### src/rtl/ex_stage_md.sv
// rtl/ex_stage_md.sv - execute stage with operand forwarding, EX/MEM register and iterative mul/div unit holding HI/LO
module ex_stage_md #(
  parameter int DATA_W  = 32,
  parameter int RADDR_W = 5,
  parameter int CTRL_W  = 5
) (
  input  logic               clk,
  input  logic               reset,
  input  logic [1:0]         EXMEMop,
  input  logic [1:0]         busAMUX,
  input  logic [1:0]         busBMUX,
  input  logic [DATA_W-1:0]  busA,
  input  logic [DATA_W-1:0]  busB,
  input  logic [DATA_W-1:0]  Imm,
  input  logic [DATA_W-1:0]  PCplus4,
  input  logic [DATA_W-1:0]  WB_RegWriteData,
  input  logic [4:0]         Shamt,
  input  logic               ALUSrcA,
  input  logic               ALUSrcB,
  input  logic               ALUorRA,
  input  logic               Sign,
  input  logic [CTRL_W-1:0]  ALUCtrl,
  input  logic [2:0]         MDop,
  input  logic               RegWrite,
  input  logic               MemRead,
  input  logic               MemWrite,
  input  logic               MemtoReg,
  input  logic [RADDR_W-1:0] WriteRegAddr,
  input  logic [RADDR_W-1:0] rt,
  output logic               stall_req,
  output logic               md_busy,
  output logic [DATA_W-1:0]  EXMEM_ALUout,
  output logic [DATA_W-1:0]  EXMEM_MemWriteData,
  output logic               EXMEM_RegWrite,
  output logic               EXMEM_MemRead,
  output logic               EXMEM_MemWrite,
  output logic               EXMEM_MemtoReg,
  output logic [RADDR_W-1:0] EXMEM_WriteRegAddr,
  output logic [RADDR_W-1:0] EXMEM_rt,
  output logic [DATA_W-1:0]  HI,
  output logic [DATA_W-1:0]  LO
);
  localparam int SH_W  = $clog2(DATA_W);
  localparam int CNT_W = $clog2(DATA_W);

  localparam logic [CTRL_W-1:0] ALU_ADD  = CTRL_W'(0);
  localparam logic [CTRL_W-1:0] ALU_SUB  = CTRL_W'(1);
  localparam logic [CTRL_W-1:0] ALU_AND  = CTRL_W'(2);
  localparam logic [CTRL_W-1:0] ALU_OR   = CTRL_W'(3);
  localparam logic [CTRL_W-1:0] ALU_XOR  = CTRL_W'(4);
  localparam logic [CTRL_W-1:0] ALU_NOR  = CTRL_W'(5);
  localparam logic [CTRL_W-1:0] ALU_SLT  = CTRL_W'(6);
  localparam logic [CTRL_W-1:0] ALU_SLL  = CTRL_W'(7);
  localparam logic [CTRL_W-1:0] ALU_SRL  = CTRL_W'(8);
  localparam logic [CTRL_W-1:0] ALU_SRA  = CTRL_W'(9);
  localparam logic [CTRL_W-1:0] ALU_LUI  = CTRL_W'(10);

  typedef enum logic [1:0] {S_IDLE, S_ITER, S_FIX} md_state_e;

  md_state_e           state_q, state_d;
  logic [CNT_W-1:0]    cnt_q, cnt_d;
  logic [DATA_W-1:0]   acc_hi_q, acc_hi_d, acc_lo_q, acc_lo_d, opnd_q, opnd_d;
  logic [DATA_W-1:0]   hi_q, hi_d, lo_q, lo_d;
  logic                is_div_q, is_div_d, neg_lo_q, neg_lo_d, neg_hi_q, neg_hi_d;

  logic [DATA_W-1:0]   real_a, real_b, alu_a, alu_b, alu_out, ex_result;
  logic                alu_lt, md_start, start_div, start_signed, a_neg, b_neg;
  logic [DATA_W:0]     mul_sum, div_shift, div_diff;
  logic [2*DATA_W-1:0] prod;

  assign real_a = (busAMUX == 2'd1) ? EXMEM_ALUout : (busAMUX == 2'd2) ? WB_RegWriteData : busA;
  assign real_b = (busBMUX == 2'd1) ? EXMEM_ALUout : (busBMUX == 2'd2) ? WB_RegWriteData : busB;
  assign alu_a  = ALUSrcA ? {{(DATA_W-5){1'b0}}, Shamt} : real_a;
  assign alu_b  = ALUSrcB ? Imm : real_b;
  assign alu_lt = Sign ? ($signed(alu_a) < $signed(alu_b)) : (alu_a < alu_b);

  always_comb begin
    alu_out = '0;
    case (ALUCtrl)
      ALU_ADD: alu_out = alu_a + alu_b;
      ALU_SUB: alu_out = alu_a - alu_b;
      ALU_AND: alu_out = alu_a & alu_b;
      ALU_OR:  alu_out = alu_a | alu_b;
      ALU_XOR: alu_out = alu_a ^ alu_b;
      ALU_NOR: alu_out = ~(alu_a | alu_b);
      ALU_SLT: alu_out = {{(DATA_W-1){1'b0}}, alu_lt};
      ALU_SLL: alu_out = alu_b << alu_a[SH_W-1:0];
      ALU_SRL: alu_out = alu_b >> alu_a[SH_W-1:0];
      ALU_SRA: alu_out = $signed(alu_b) >>> alu_a[SH_W-1:0];
      ALU_LUI: alu_out = alu_b << (DATA_W / 2);
      default: alu_out = '0;
    endcase
  end

  assign ex_result = (MDop == 3'd5) ? hi_q : (MDop == 3'd6) ? lo_q : ALUorRA ? PCplus4 : alu_out;

  assign md_busy      = (state_q != S_IDLE);
  assign stall_req    = md_busy && (MDop >= 3'd1) && (MDop <= 3'd6);
  assign md_start     = (MDop >= 3'd1) && (MDop <= 3'd4) && (EXMEMop == 2'd0) && !md_busy;
  assign start_div    = (MDop == 3'd3) || (MDop == 3'd4);
  assign start_signed = (MDop == 3'd1) || (MDop == 3'd3);
  assign a_neg        = start_signed && real_a[DATA_W-1];
  assign b_neg        = start_signed && real_b[DATA_W-1];

  // Multiply: shift-add into {acc_hi, acc_lo}. Divide: restoring, remainder in acc_hi, quotient in acc_lo.
  assign mul_sum   = {1'b0, acc_hi_q} + (acc_lo_q[0] ? {1'b0, opnd_q} : {(DATA_W+1){1'b0}});
  assign div_shift = {acc_hi_q, acc_lo_q[DATA_W-1]};
  assign div_diff  = div_shift - {1'b0, opnd_q};
  assign prod      = {acc_hi_q, acc_lo_q};

  always_comb begin
    state_d  = state_q;
    cnt_d    = cnt_q;
    acc_hi_d = acc_hi_q;
    acc_lo_d = acc_lo_q;
    opnd_d   = opnd_q;
    is_div_d = is_div_q;
    neg_lo_d = neg_lo_q;
    neg_hi_d = neg_hi_q;
    hi_d     = hi_q;
    lo_d     = lo_q;
    case (state_q)
      S_IDLE: begin
        if (md_start) begin
          state_d  = S_ITER;
          cnt_d    = '0;
          is_div_d = start_div;
          acc_hi_d = '0;
          acc_lo_d = start_div ? (a_neg ? -real_a : real_a) : (b_neg ? -real_b : real_b);
          opnd_d   = start_div ? (b_neg ? -real_b : real_b) : (a_neg ? -real_a : real_a);
          // A zero divisor keeps the quotient positive so LO ends all ones.
          neg_lo_d = (a_neg ^ b_neg) && !(start_div && (real_b == '0));
          neg_hi_d = a_neg;
        end
      end
      S_ITER: begin
        if (is_div_q) begin
          if (!div_diff[DATA_W]) begin
            acc_hi_d = div_diff[DATA_W-1:0];
            acc_lo_d = {acc_lo_q[DATA_W-2:0], 1'b1};
          end else begin
            acc_hi_d = div_shift[DATA_W-1:0];
            acc_lo_d = {acc_lo_q[DATA_W-2:0], 1'b0};
          end
        end else begin
          acc_hi_d = mul_sum[DATA_W:1];
          acc_lo_d = {mul_sum[0], acc_lo_q[DATA_W-1:1]};
        end
        cnt_d = cnt_q + CNT_W'(1);
        if (cnt_q == CNT_W'(DATA_W - 1)) state_d = S_FIX;
      end
      S_FIX: begin
        if (is_div_q) begin
          lo_d = neg_lo_q ? -acc_lo_q : acc_lo_q;
          hi_d = neg_hi_q ? -acc_hi_q : acc_hi_q;
        end else begin
          {hi_d, lo_d} = neg_lo_q ? -prod : prod;
        end
        state_d = S_IDLE;
      end
      default: state_d = S_IDLE;
    endcase
  end

  always_ff @(posedge clk) begin
    if (reset) begin
      state_q  <= S_IDLE;
      cnt_q    <= '0;
      acc_hi_q <= '0;
      acc_lo_q <= '0;
      opnd_q   <= '0;
      is_div_q <= 1'b0;
      neg_lo_q <= 1'b0;
      neg_hi_q <= 1'b0;
      hi_q     <= '0;
      lo_q     <= '0;
    end else begin
      state_q  <= state_d;
      cnt_q    <= cnt_d;
      acc_hi_q <= acc_hi_d;
      acc_lo_q <= acc_lo_d;
      opnd_q   <= opnd_d;
      is_div_q <= is_div_d;
      neg_lo_q <= neg_lo_d;
      neg_hi_q <= neg_hi_d;
      hi_q     <= hi_d;
      lo_q     <= lo_d;
    end
  end

  assign HI = hi_q;
  assign LO = lo_q;

  always_ff @(posedge clk) begin
    if (reset || (!EXMEMop[1] && (EXMEMop[0] || stall_req))) begin
      EXMEM_ALUout       <= '0;
      EXMEM_MemWriteData <= '0;
      EXMEM_RegWrite     <= 1'b0;
      EXMEM_MemRead      <= 1'b0;
      EXMEM_MemWrite     <= 1'b0;
      EXMEM_MemtoReg     <= 1'b0;
      EXMEM_WriteRegAddr <= '0;
      EXMEM_rt           <= '0;
    end else if (!EXMEMop[1]) begin
      EXMEM_ALUout       <= ex_result;
      EXMEM_MemWriteData <= real_b;
      EXMEM_RegWrite     <= RegWrite;
      EXMEM_MemRead      <= MemRead;
      EXMEM_MemWrite     <= MemWrite;
      EXMEM_MemtoReg     <= MemtoReg;
      EXMEM_WriteRegAddr <= WriteRegAddr;
      EXMEM_rt           <= rt;
    end
  end
endmodule

### config.mk
export PLATFORM = sky130hd
export DESIGN_NAME = ex_stage_md
export DESIGN_NICKNAME = d
export VERILOG_FILES = /design/src/rtl/ex_stage_md.sv
export SDC_FILE = /design/constraint.sdc
export NUM_CORES = 2
export LEC_CHECK = 0
export ABC_AREA = 1
export ABC_CLOCK_PERIOD_IN_PS = 8500
export BUFFER_PORTS_ARGS = -buffer_cell sky130_fd_sc_hd__buf_2
export CORE_MARGIN = 2
export CORE_UTILIZATION = 45
export DETAILED_ROUTE_END_ITERATION = 6
export PLACE_DENSITY = 0.72
export SLEW_MARGIN = 20
export SYNTH_ARGS = -nofsm -noshare
export SYNTH_HDL_FRONTEND = slang
export SYNTH_SLANG_ARGS = --single-unit
export TNS_END_PERCENT = 20
### constraint.sdc
create_clock -name clk -period 8.5 [get_ports clk]
set_input_delay 0.425 -clock clk [delete_from_list [all_inputs] [get_ports clk]]
set_output_delay 0.425 -clock clk [all_outputs]
set_load 0.1 [all_outputs]
==> impl_results.md <==
- Status: finished with violations
- Failing checks: DRC
- TritonCTS Sinks: 248
- Worst-Margin Slew: 1.20 ns
- Gr usage total: 49.3%
- Crit Path Category: reg -> reg
- Area growth, synth to finish: 9.84%
- Flop pwr share: 23.9%
- Router iterations before antenna repair: 7
- Reg clk slew, reported paths: 0.06 ns
- Initial antenna violation count: 16
- Setup slack after layout: 3.41 ns
- Number of nets in the layout: 6273
- CTS tree: built
- Final Total Pwr: 5.47 mW
- Layout cells sized above 1: 10.7%
- Post-synthesis register bit count: 248
- Fillers: 7768
- Port buffer count: 342
- Critical path required time: 8.93 ns
- Post-synth ARST share: 0%
- Core area: 0.0701 mm²
- Die H: 270 µm
- Top post-synthesis cells by area: nand2_1, dfxtp_1, nand3_1
- Post-DR vias/cell: 6.24
- Relative slew margins: 19.5%
- # IOs: 343
- VDD IR max: 167 µV
- Vias: 42900
- Slew Limit Fails: 0
- Detail Route met3 WL: 28000 µm
- Psw: 2.76 mW
- Drt wl/cell: 27.4 µm
- Yosys top cell by area: nand2_1
- Sw frac: 50.4%
- Synth Flop Type: dfxtp_1
- Period utilization: 59.9%
- P per Cell Area: 156 mW/mm²
- Met1 wire length: 72400 µm
- Clk root buf: clkbuf_16
- Detailed-route wire length: 189000 µm
- Die ar.: 0.0731 mm²
- DRC viols: 7
- Clock latency on the worst-skew pair: 0.58 ns
- LEAKAGE: 18.0 nW
- Worst setup EP type: flip-flop
- Initial DRC count: 7006
- Post-layout minimum cycle time: 5.09 ns
- Largest fanout on the critical path: 34
- DRT antenna net count: 0
- Placed inst area: 0.0339 mm²
- Yosys warns: 0
- Final hold violations: 0
- Logic pwr share: 48.7%
- HPWL Detailed: 151000 µm
- Synthesized area per cell: 5.55 µm²
- Syn Nets: 6119
- Clock share of power: 27.4%
- Internal Power: 2.72 mW
- H-Tree Depth: 2
- MaxCap Viol Count: 0
- Grt ovf: 0
- Post-synthesis sequential area ratio: 15.6%
- Min-Delay Path Class: in -> reg
- # setup viols final: 0
- Synth cell count leaders: nand2_1, inv_1, nand3_1
- Synth Instances: 5750
- Fmax: 0.196 GHz
- R2R setup slack: 3.41 ns
- Fin area: 0.0351 mm²
- Largest net degree at the start of global routing: 74
- Netlist cell types: 66
- CTS Hold Bufs: 0
- Vias in the first global route: 38300
- TNS Setup: 0 ns
- CP startpoint kind: flip-flop
- Max Buffers Root-to-Sink: 3
- Met2 wire len: 72900 µm
- Row Count: 97
- Post-Syn Area: 0.0319 mm²
- RSZ-0062 raised after global routing: false
- GP Congestion: 1.15
- Post-cts resize count: 0
- Initial Util: 45.5%
- CTS Buf Count: 34
- First-pass GRT wire length: 265000 µm
- Most numerous cell in the Yosys netlist: nand2_1
- Worst slack, placed: 3.11 ns
- Post-synth EDFFs: 0
- Die X: 270 µm
- Area fraction of the dominant cell type after synthesis: 18.2%
- Clk_skew: 0.0287 ns
- Highest Signal Layer: met5
- Worst Path Arrival: 5.52 ns
- Setup bufs post-CTS: 0
worst max-delay path: stages (launching register included):
cell     delay (ns)
dfxtp_1        0.72
inv_1          0.25
nand2_1        0.21
nand3_2        0.11
nand2_4        0.42
ha_1           0.46
inv_1          0.10
fa_1           0.43
inv_1          0.13
nand3_1        0.11
nand2_1        0.18
nand3_1        0.10
nand3_1        0.14
a21oi_1        0.07
o21ai_0        0.12
nand2_1        0.07
a21oi_1        0.30
nand4_1        0.28
nand2_1        0.12
nand2_1        0.07
a21oi_1        0.43
nor2_1         0.09
cell type report:
| cell class | count | area [µm²] | share of cell area, % |
|---|---|---|---|
| Tap cell | 940 | 1180 | 3.35 |
| Clock buffer | 41 | 907 | 2.59 |
| Inverter | 731 | 2750 | 7.83 |
| Multi-Input combinational cell | 4480 | 22800 | 65.1 |
| Clock inverter | 19 | 200 | 0.571 |
| Timing Repair Buffer | 409 | 2210 | 6.32 |
| Antenna cell | 9 | 22.5 | 0.0642 |
| Sequential cell | 248 | 4970 | 14.2 |
logic make-up after synthesis:
logic type	Yosys count	share of synthesized area [%]
xor gates and xnor gates	116	3.18
and+or+nand+nor	3024	40.7
adders and majority gates	170	6.76
buffers and inverters	1022	13.0
AOI/OAI and AO/OA	1170	20.7
DFF	248	15.6
flip-flops by register name, indices dropped and copies added, names as in the netlist, 2 cells and up:
signal and flops:
acc_hi_q 32, EXMEM_MemWriteData 32, acc_lo_q 32, opnd_q 32, state_q 2, EXMEM_rt 5, HI 32, EXMEM_ALUout 32
EXMEM_WriteRegAddr 5, LO 32, cnt_q 5
final timing paths:
kind                         start                    end  depth (start not counted)
max reg2reg        EXMEM_ALUout[0]       EXMEM_ALUout[20]                         21
min reg2reg  EXMEM_MemWriteData[6]  EXMEM_MemWriteData[6]                          2
min                          rt[1]            EXMEM_rt[1]                          3
max                EXMEM_ALUout[0]       EXMEM_ALUout[20]                         21
layer usage:
metal  up-vias  GRT usage, %
li1      19200             -
met1     19800          63.2
met5         -        0.0658
met3       653          18.0
met2      3218          68.9
met4        12          31.8
power groups by stage:
stage	clock [mW]	combinational, mW	sequential (mW)
after floorplan	0	1.52	1.42
after global placement	0	2.52	1.32
after detailed placement	0	2.51	1.32
after CTS	1.49	2.52	1.30
after global routing	1.53	2.79	1.31
final	1.50	2.66	1.31
cells in the final DEF (no fill, tap or decap), types with 10 or more instances in the layout:
cell type	count
ha_1	166
xor2_1	84
a21oi_1	485
nor2_1	499
nor3_1	89
nand4_1	62
o21ai_2	16
o22ai_1	24
nor2_2	11
o21ai_1	42
xnor2_1	32
dfxtp_1	247
nand3b_1	13
a221oi_1	11
a21o_1	14
buf_2	342
o21bai_1	13
nand3_1	666
o21ai_0	364
a211oi_1	14
buf_4	67
o221ai_1	46
o211ai_1	63
inv_1	693
nand2_2	22
a31oi_1	30
o21a_1	11
clkinv_2	10
nand2_1	1543
inv_2	29
or2_2	49
nand3_2	15
clkbuf_16	34
nor4_1	16
stage by stage:
step | cells | util, % | hold slack [ns]
floorplan | 5750 | - | 0.441
global placement | 6808 | 48.4 | 0.438
detailed placement | 6808 | 48.4 | 0.450
CTS | 6868 | 49.9 | 0.103
global route | 6869 | 50.0 | 0.111
finish | 6877 | 50.0 | 0.118
Power figures use the tool's default switching activity.
